$ cat config.mk
export PLATFORM = sky130hd
export DESIGN_NAME = n_mult_feeder
export DESIGN_NICKNAME = d
export VERILOG_FILES = /design/src/rtl/mac_pkg.sv /design/src/rtl/float_mult.sv /design/src/rtl/n_mult_feeder.sv
export SDC_FILE = /design/constraint.sdc
export NUM_CORES = 2
export LEC_CHECK = 0
export ABC_CLOCK_PERIOD_IN_PS = 11600
export BUFFER_PORTS_ARGS = -buffer_cell sky130_fd_sc_hd__buf_2
export CELL_PAD_IN_SITES_DETAIL_PLACEMENT = 2
export CELL_PAD_IN_SITES_GLOBAL_PLACEMENT = 2
export CORE_ASPECT_RATIO = 2
export CORE_MARGIN = 1
export CORE_UTILIZATION = 38
export DETAILED_ROUTE_END_ITERATION = 16
export GPL_ROUTABILITY_DRIVEN = 0
export MAX_ROUTING_LAYER = met4
export PLACE_DENSITY_LB_ADDON = 0.1
export SLEW_MARGIN = 20
export SYNTH_ARGS = -nofsm -noshare
export SYNTH_HDL_FRONTEND = slang
export SYNTH_SLANG_ARGS = --single-unit
$ cat constraint.sdc
create_clock -name clk -period 11.6 [get_ports clk]
set_clock_uncertainty 0.05 [all_clocks]
set_input_delay 0.58 -clock clk [delete_from_list [all_inputs] [get_ports clk]]
set_output_delay 0.58 -clock clk [all_outputs]
set_load 0.005 [all_outputs]
$ cat src/rtl/mac_pkg.sv
// mac_pkg: shared definitions for the N_MAC dot-product path.
//   - datapath sizing: D_LEN, CELL_N, DWIDTH, MULT_LAT
//   - IEEE-754 single field layout and bias
//   - feeder FSM state encoding
//   - fmul(): single-cycle reference of the truncating float multiply
package mac_pkg;

  localparam int D_LEN    = 32;
  localparam int CELL_N   = 8;
  localparam int DWIDTH   = CELL_N * D_LEN;
  localparam int MULT_LAT = 3;

  localparam int SIGN_BIT = 31;
  localparam int EXP_W    = 8;
  localparam int FRAC_W   = 23;
  localparam int MANT_W   = FRAC_W + 1;
  localparam int EXPX_W   = EXP_W + 2;  // signed exponent with headroom for ea+eb+1
  localparam int EXP_BIAS = 127;
  localparam int EXP_MAX  = 255;

  typedef enum logic [2:0] {
    ST_LOAD      = 3'd0,
    ST_DRAIN     = 3'd1,
    ST_FIRE      = 3'd2,
    ST_WAIT_LOW  = 3'd3,
    ST_WAIT_HIGH = 3'd4,
    ST_DONE      = 3'd5
  } state_e;

  // Float multiply: denormals flushed, NaN/overflow saturate to signed
  // infinity, mantissa truncated after a one-bit normalisation.
  function automatic logic [D_LEN-1:0] fmul(input logic [D_LEN-1:0] a,
                                            input logic [D_LEN-1:0] b);
    logic                    sgn;
    logic [EXP_W-1:0]        ea;
    logic [EXP_W-1:0]        eb;
    logic [2*MANT_W-1:0]     prod;
    logic [FRAC_W-1:0]       frac;
    logic signed [EXPX_W-1:0] exp_s;
    logic [D_LEN-1:0]        res;
    sgn  = a[SIGN_BIT] ^ b[SIGN_BIT];
    ea   = a[FRAC_W +: EXP_W];
    eb   = b[FRAC_W +: EXP_W];
    prod = {{MANT_W{1'b0}}, 1'b1, a[FRAC_W-1:0]} * {{MANT_W{1'b0}}, 1'b1, b[FRAC_W-1:0]};
    // Product of two [1,2) mantissas lies in [1,4): top bit selects the shift.
    frac = prod[2*MANT_W-1] ? prod[2*MANT_W-2 -: FRAC_W] : prod[2*MANT_W-3 -: FRAC_W];
    exp_s = $signed({2'b00, ea}) + $signed({2'b00, eb})
          + $signed({{(EXPX_W-1){1'b0}}, prod[2*MANT_W-1]})
          - $signed(EXPX_W'(EXP_BIAS));
    if ((ea == {EXP_W{1'b0}}) || (eb == {EXP_W{1'b0}})) begin
      res = {sgn, {(D_LEN-1){1'b0}}};
    end else if ((ea == {EXP_W{1'b1}}) || (eb == {EXP_W{1'b1}})) begin
      res = {sgn, {EXP_W{1'b1}}, {FRAC_W{1'b0}}};
    end else if (exp_s >= $signed(EXPX_W'(EXP_MAX))) begin
      res = {sgn, {EXP_W{1'b1}}, {FRAC_W{1'b0}}};
    end else if (exp_s <= $signed(EXPX_W'(0))) begin
      res = {sgn, {(D_LEN-1){1'b0}}};
    end else begin
      res = {sgn, exp_s[EXP_W-1:0], frac};
    end
    return res;
  endfunction

endpackage

$ cat src/rtl/float_mult.sv
// float_mult: LAT-stage pipelined IEEE-754 single multiplier.
// Ports:
//   clk, rst        - clock, synchronous active-high reset (valid bits only)
//   a, b            - operands
//   in_valid/in_tag - operand pair strobe and its lane index
//   out_valid/out_tag/out_p - product, delayed by LAT cycles
module float_mult import mac_pkg::*; #(
  parameter int LAT   = MULT_LAT,
  parameter int TAG_W = 3
) (
  input  logic             clk,
  input  logic             rst,
  input  logic [D_LEN-1:0] a,
  input  logic [D_LEN-1:0] b,
  input  logic             in_valid,
  input  logic [TAG_W-1:0] in_tag,
  output logic             out_valid,
  output logic [TAG_W-1:0] out_tag,
  output logic [D_LEN-1:0] out_p
);

  logic [D_LEN-1:0]            prod_s;
  logic [LAT-1:0]              valid_r;
  logic [LAT-1:0][TAG_W-1:0]   tag_r;
  logic [LAT-1:0][D_LEN-1:0]   data_r;

  assign prod_s = fmul(a, b);

  // Valid bits: reset so in-flight products are discarded.
  always_ff @(posedge clk) begin
    if (rst) begin
      valid_r <= '0;
    end else begin
      valid_r[0] <= in_valid;
      for (int i = 1; i < LAT; i++) begin
        valid_r[i] <= valid_r[i-1];
      end
    end
  end

  // Data and tag shift register; contents are meaningless without valid.
  always_ff @(posedge clk) begin
    data_r[0] <= prod_s;
    tag_r[0]  <= in_tag;
    for (int i = 1; i < LAT; i++) begin
      data_r[i] <= data_r[i-1];
      tag_r[i]  <= tag_r[i-1];
    end
  end

  assign out_valid = valid_r[LAT-1];
  assign out_tag   = tag_r[LAT-1];
  assign out_p     = data_r[LAT-1];

endmodule

$ cat src/rtl/n_mult_feeder.sv
// n_mult_feeder: multiplies a serial stream of float pairs, packs up to
// CELL_N products into one lane word for the adder array, triggers the
// accumulation and returns the scalar result.
// Ports:
//   clk, rst                 - clock, synchronous active-high reset
//   a_in, b_in, in_valid, in_last, in_ready - operand pair stream
//   mult_out, mult_wen       - lane word to the adder array (one-cycle pulse)
//   acc_start, acc_finish, acc_out - accumulation handshake and result
//   res_out, res_valid, res_last   - batch result strobe
module n_mult_feeder #(
  parameter int D_LEN    = 32,
  parameter int CELL_N   = 8,
  parameter int MULT_LAT = 3
) (
  input  logic                     clk,
  input  logic                     rst,
  input  logic [D_LEN-1:0]         a_in,
  input  logic [D_LEN-1:0]         b_in,
  input  logic                     in_valid,
  input  logic                     in_last,
  output logic                     in_ready,
  output logic [CELL_N*D_LEN-1:0]  mult_out,
  output logic                     mult_wen,
  output logic                     acc_start,
  input  logic                     acc_finish,
  input  logic [D_LEN-1:0]         acc_out,
  output logic [D_LEN-1:0]         res_out,
  output logic                     res_valid,
  output logic                     res_last
);

  import mac_pkg::state_e;
  import mac_pkg::ST_LOAD;
  import mac_pkg::ST_DRAIN;
  import mac_pkg::ST_FIRE;
  import mac_pkg::ST_WAIT_LOW;
  import mac_pkg::ST_WAIT_HIGH;
  import mac_pkg::ST_DONE;

  localparam int DWIDTH = CELL_N * D_LEN;
  localparam int TAG_W  = (CELL_N > 1) ? $clog2(CELL_N) : 1;
  localparam int DR_W   = (MULT_LAT > 1) ? $clog2(MULT_LAT) : 1;

  state_e                         state_r;
  logic [TAG_W-1:0]               cnt_r;
  logic [DR_W-1:0]                drain_r;
  logic                           last_r;
  logic [CELL_N-1:0][D_LEN-1:0]   lane_r;

  logic                           accept_s;
  logic                           close_s;
  logic                           pv_s;
  logic [TAG_W-1:0]               ptag_s;
  logic [D_LEN-1:0]               pprod_s;

  assign accept_s = in_valid & in_ready;
  assign close_s  = accept_s & (in_last | (cnt_r == TAG_W'(CELL_N - 1)));

  float_mult #(.LAT(MULT_LAT), .TAG_W(TAG_W)) u_mult (
    .clk       (clk),
    .rst       (rst),
    .a         (a_in),
    .b         (b_in),
    .in_valid  (accept_s),
    .in_tag    (cnt_r),
    .out_valid (pv_s),
    .out_tag   (ptag_s),
    .out_p     (pprod_s)
  );

  // Lane registers: capture tagged products; cleared once the result returns
  // so that unused lanes of a short vector read as 0.0.
  always_ff @(posedge clk) begin
    if (rst) begin
      lane_r <= '0;
    end else if (state_r == ST_DONE) begin
      lane_r <= '0;
    end else if (pv_s) begin
      lane_r[ptag_s] <= pprod_s;
    end else begin
      lane_r <= lane_r;
    end
  end

  // Batch FSM with registered handshake and result outputs.
  always_ff @(posedge clk) begin
    if (rst) begin
      state_r   <= ST_LOAD;
      cnt_r     <= '0;
      drain_r   <= '0;
      last_r    <= 1'b0;
      in_ready  <= 1'b1;
      mult_out  <= '0;
      mult_wen  <= 1'b0;
      acc_start <= 1'b0;
      res_out   <= '0;
      res_valid <= 1'b0;
      res_last  <= 1'b0;
    end else begin
      // The adder re-reads mult_out every loop, so it must be zero except
      // during the single write cycle.
      mult_out  <= '0;
      mult_wen  <= 1'b0;
      acc_start <= 1'b0;
      res_valid <= 1'b0;
      case (state_r)
        ST_LOAD: begin
          if (close_s) begin
            last_r   <= in_last;
            in_ready <= 1'b0;
            drain_r  <= DR_W'(MULT_LAT - 1);
            state_r  <= ST_DRAIN;
          end else if (accept_s) begin
            cnt_r <= cnt_r + TAG_W'(1);
          end else begin
            cnt_r <= cnt_r;
          end
        end
        ST_DRAIN: begin
          // Leaves on the edge that writes the closing pair's product.
          if (drain_r == DR_W'(0)) begin
            state_r <= ST_FIRE;
          end else begin
            drain_r <= drain_r - DR_W'(1);
          end
        end
        ST_FIRE: begin
          mult_out  <= DWIDTH'(lane_r);
          mult_wen  <= 1'b1;
          acc_start <= 1'b1;
          state_r   <= ST_WAIT_LOW;
        end
        ST_WAIT_LOW: begin
          if (!acc_finish) begin
            state_r <= ST_WAIT_HIGH;
          end else begin
            state_r <= ST_WAIT_LOW;
          end
        end
        ST_WAIT_HIGH: begin
          if (acc_finish) begin
            state_r <= ST_DONE;
          end else begin
            state_r <= ST_WAIT_HIGH;
          end
        end
        ST_DONE: begin
          res_out   <= acc_out;
          res_valid <= 1'b1;
          res_last  <= last_r;
          cnt_r     <= '0;
          in_ready  <= 1'b1;
          state_r   <= ST_LOAD;
        end
        default: begin
          state_r  <= ST_LOAD;
          cnt_r    <= '0;
          in_ready <= 1'b1;
        end
      endcase
    end
  end

endmodule

==> results.py <==
metrics = {
    "clock_tree": {
        "clkTransAtPathRegs_ns": 0.08,
        "cts_buffer_depth": 3,
        "cts_max_level": 2,
        "cts_inserted_buffers": 51,
        "hold_buffers": 0,
        "cts_tree": "yes",
        "cts_num_sinks": 665,
        "clock_latency_ns": 0.61,
        "cts-resized-gates": 0,
        "cts_root_buf": "clkbuf_16",
        "cts_setup_buffers": 0,
    },
    "critical_path": {
        "cpPeakStageDelay_ns": 0.71,
        "cp-endpoint": "u_mult.data_r[22]$_SDFF_PP0_",
        "cp-end-kind": "register",
        "r2r-start": "state_r[2]$_SDFFE_PP0P_",
        "worstSetupPathType": "in2reg",
        "worstPathArrival_ns": 10.56,
        "crit_path_top_delay_cell": "o21ai_0",
        "r2r-end": "lane_r[94]$_SDFFE_PP0P_",
        "r2r_setup_slack_ns": 8.00,
        "required_ns": 12.06,
        "startpoint_type": "input pin",
        "cp_max_fo": 24,
        "reg2reg_depth": 5,
        "worstSetupStartpoint": "a_in[22]",
    },
    "detailed_routing": {
        "drtAntennaViolNets": 0,
        "viasPerCell": 5.079,
        "dr.pass1.iters": 5,
        "vias": 29620,
        "drc": 0,
        "drt_iter0_markers": 932,
        "totalWireLength_um": 139500,
        "routedWlPerCell_um": 23.92,
    },
    "synth": {
        "synth_mux_area_share_pct": 0.09945,
        "synth.distinct_cells": 75,
        "ys_async_sr_fraction_pct": 0,
        "yosys.area_share.adder_pct": 30.58,
        "synthTopCellsByArea": "dfxtp_1 34%, fa_1 25%, nand2_1 8.1%",
        "yosys.area.top_type": "dfxtp_1",
        "post-synth-top-count-cell": "nand2_1",
        "syn_area_um2": 39000,
        "ys_top_cells_by_count": "841 x nand2_1, 665 x dfxtp_1, 576 x inv_1, 482 x fa_1, 474 x and2_1",
        "syn_area_per_cell_um2": 9.211,
        "synth_top_area_share_pct": 34.14,
        "syn_nets": 4999,
        "yosys.area_share.simple_pct": 18.64,
        "synth_edf_count": 0,
        "ys_seq_elements": 665,
        "ys_seq_area_share_pct": 34.14,
        "netlist_instances": 4234,
        "yosysWarnings": 0,
        "synth_top_family_by_area": "adder cells",
        "synthXorXnorAreaFrac_pct": 0.6481,
        "yosys_most_used_dff": "dfxtp_1",
        "synth-compound-area-share_pct": 7.709,
    },
    "timing": {
        "fin_setup_tns_ns": 0,
        "setup_viol": 0,
        "final_max_slew_viol_count": 0,
        "period_minus_slack_ns": 10.09,
        "setup_ws_ns": 1.509,
        "grt_setup_unrepaired": "false",
        "fin_hold_ws_ns": 0.1029,
        "post-route-period-util_pct": 86.99,
        "hold_viol": 0,
        "fmaxAchievable_ghz": 0.09910,
        "relSlewSlack_pct": 20.21,
        "worst_pin_slew_ns": 1.197,
    },
    "floorplan": {
        "die_w_um": 228.5,
        "die_area_um2": 104000,
        "die_h_um": 455.1,
        "initial_core_util_pct": 38.47,
        "pin_count": 394,
        "placementRows": 165,
        "core_um2": 101400,
    },
    "outcome": {
        "status": "finished, final reports clean",
    },
    "placed_design": {
        "port_buffers": 393,
        "place_ws_ns": 0.7942,
        "post-dp-hpwl_um": 107400,
    },
    "global_routing": {
        "gr-total-overflow": 0,
        "first_global_vias": 34400,
        "grt_use_total_pct": 28.02,
        "met2_usage_pct": 53.80,
        "grt_max_degree": 258,
        "use_met1_pct": 27.44,
        "top_usage_layer": "met2",
        "grt_pass1_wl_um": 211900,
        "grt_util_met3_pct": 1.806,
        "antenna_found_initial": 2,
    },
    "layout": {
        "area_growth_pct": 12.11,
        "final_util_pct": 43.13,
        "nNetsFinal": 5216,
        "n_fill_cell": 11200,
        "drive_gt1_share_pct": 12.13,
    },
    "worst_hold_path": {
        "holdCritPathClass": "in2reg",
    },
    "flow_run": {
        "cap_violations": 0,
    },
}
final cells by class:
cell class	instances	area, µm²	area share, %
clock inverters	26	361.6	0.8270
diodes	2	5.005	0.01145
repair buffers	420	2182	4.991
multi-input cells	2735	22550	51.59
well taps	1336	1672	3.823
flip-flops and latches	665	13310	30.45
clock buffers	69	1465	3.351
inverters	578	2170	4.962
layout by cell type (no fill, tap or decap), types with 10 or more instances in the layout:
| cell | count |
|---|---|
| nand3_1 | 38 |
| o21ai_0 | 49 |
| dfxtp_1 | 665 |
| xor2_1 | 11 |
| buf_4 | 26 |
| nor3_1 | 20 |
| inv_1 | 576 |
| a21o_1 | 20 |
| nand2_1 | 839 |
| buf_2 | 393 |
| clkinv_2 | 10 |
| a22o_1 | 33 |
| and2_1 | 474 |
| clkbuf_8 | 10 |
| fa_1 | 482 |
| clkbuf_16 | 52 |
| ha_1 | 182 |
| a21oi_1 | 321 |
| nand4_1 | 21 |
| a211oi_1 | 12 |
| nor2_1 | 73 |
| xnor2_1 | 16 |
registers in the layout (all words and copies together) (netlist names), 2 cells and up:
name and count:
drain_r 2, cnt_r 3, u_mult.out_tag 3, u_mult.data_r 64
state_r 3, u_mult.out_p 32, u_mult.valid_r 3, res_out 32
lane_r 256, u_mult.tag_r 6, mult_out 256
routing by layer:
metal,share of wire (%),vias up
met3,2.3,278
met2,56,661
met4,6.7,0
met5,0,-
met1,35,15330
li1,-,13350
worst min path at each step:
stage / from / to / slack [ns] / depth (start not counted)
after floorplan: u_mult.data_r[0]$_SDFF_PP0_ / u_mult.data_r[32]$_DFF_P_ / 0.26 / 0
after global placement: u_mult.data_r[4]$_SDFF_PP0_ / u_mult.data_r[36]$_DFF_P_ / 0.26 / 0
after detailed placement: u_mult.tag_r[2]$_DFF_P_ / u_mult.tag_r[5]$_DFF_P_ / 0.26 / 0
after CTS: a_in[31] / u_mult.data_r[31]$_DFF_P_ / 0.07 / 2
after global routing: a_in[31] / u_mult.data_r[31]$_DFF_P_ / 0.11 / 2
final: a_in[31] / u_mult.data_r[31]$_DFF_P_ / 0.10 / 2
logic make-up (layout without fill, tap and decap cells):
| family | Yosys count | count (layout) |
|---|---|---|
| simple gates | 1531 | 1531 |
| buf+inv | 834 | 1093 |
| flops | 665 | 665 |
| fa+ha+maj | 664 | 664 |
| compound gates | 509 | 509 |
| xor+xnor | 28 | 28 |
| mux | 3 | 3 |
| other cells | 0 | 2 |
worst max-delay path: cells and delay by family:
kind | cells | cell delay (ns)
adder cells (fa/ha/maj) | 9 | 4.09
AND/OR/NAND/NOR | 9 | 2.44
AO/OA/AOI/OAI | 5 | 1.69
buffers and inverters | 7 | 1.02
multiplexers | 1 | 0.37
XOR/XNOR | 1 | 0.32
through the flow:
stage / instances / instance area, µm²
finish: 5831 / 43720
global route: 5830 / 43720
CTS: 5829 / 43720
detailed placement: 5734 / 41890
global placement: 5734 / 41880
floorplan: 4234 / 39000
Power is left out: the tool's default activity adds up to more than one toggle a clock period on the data nets, which glitch-free logic cannot reach.
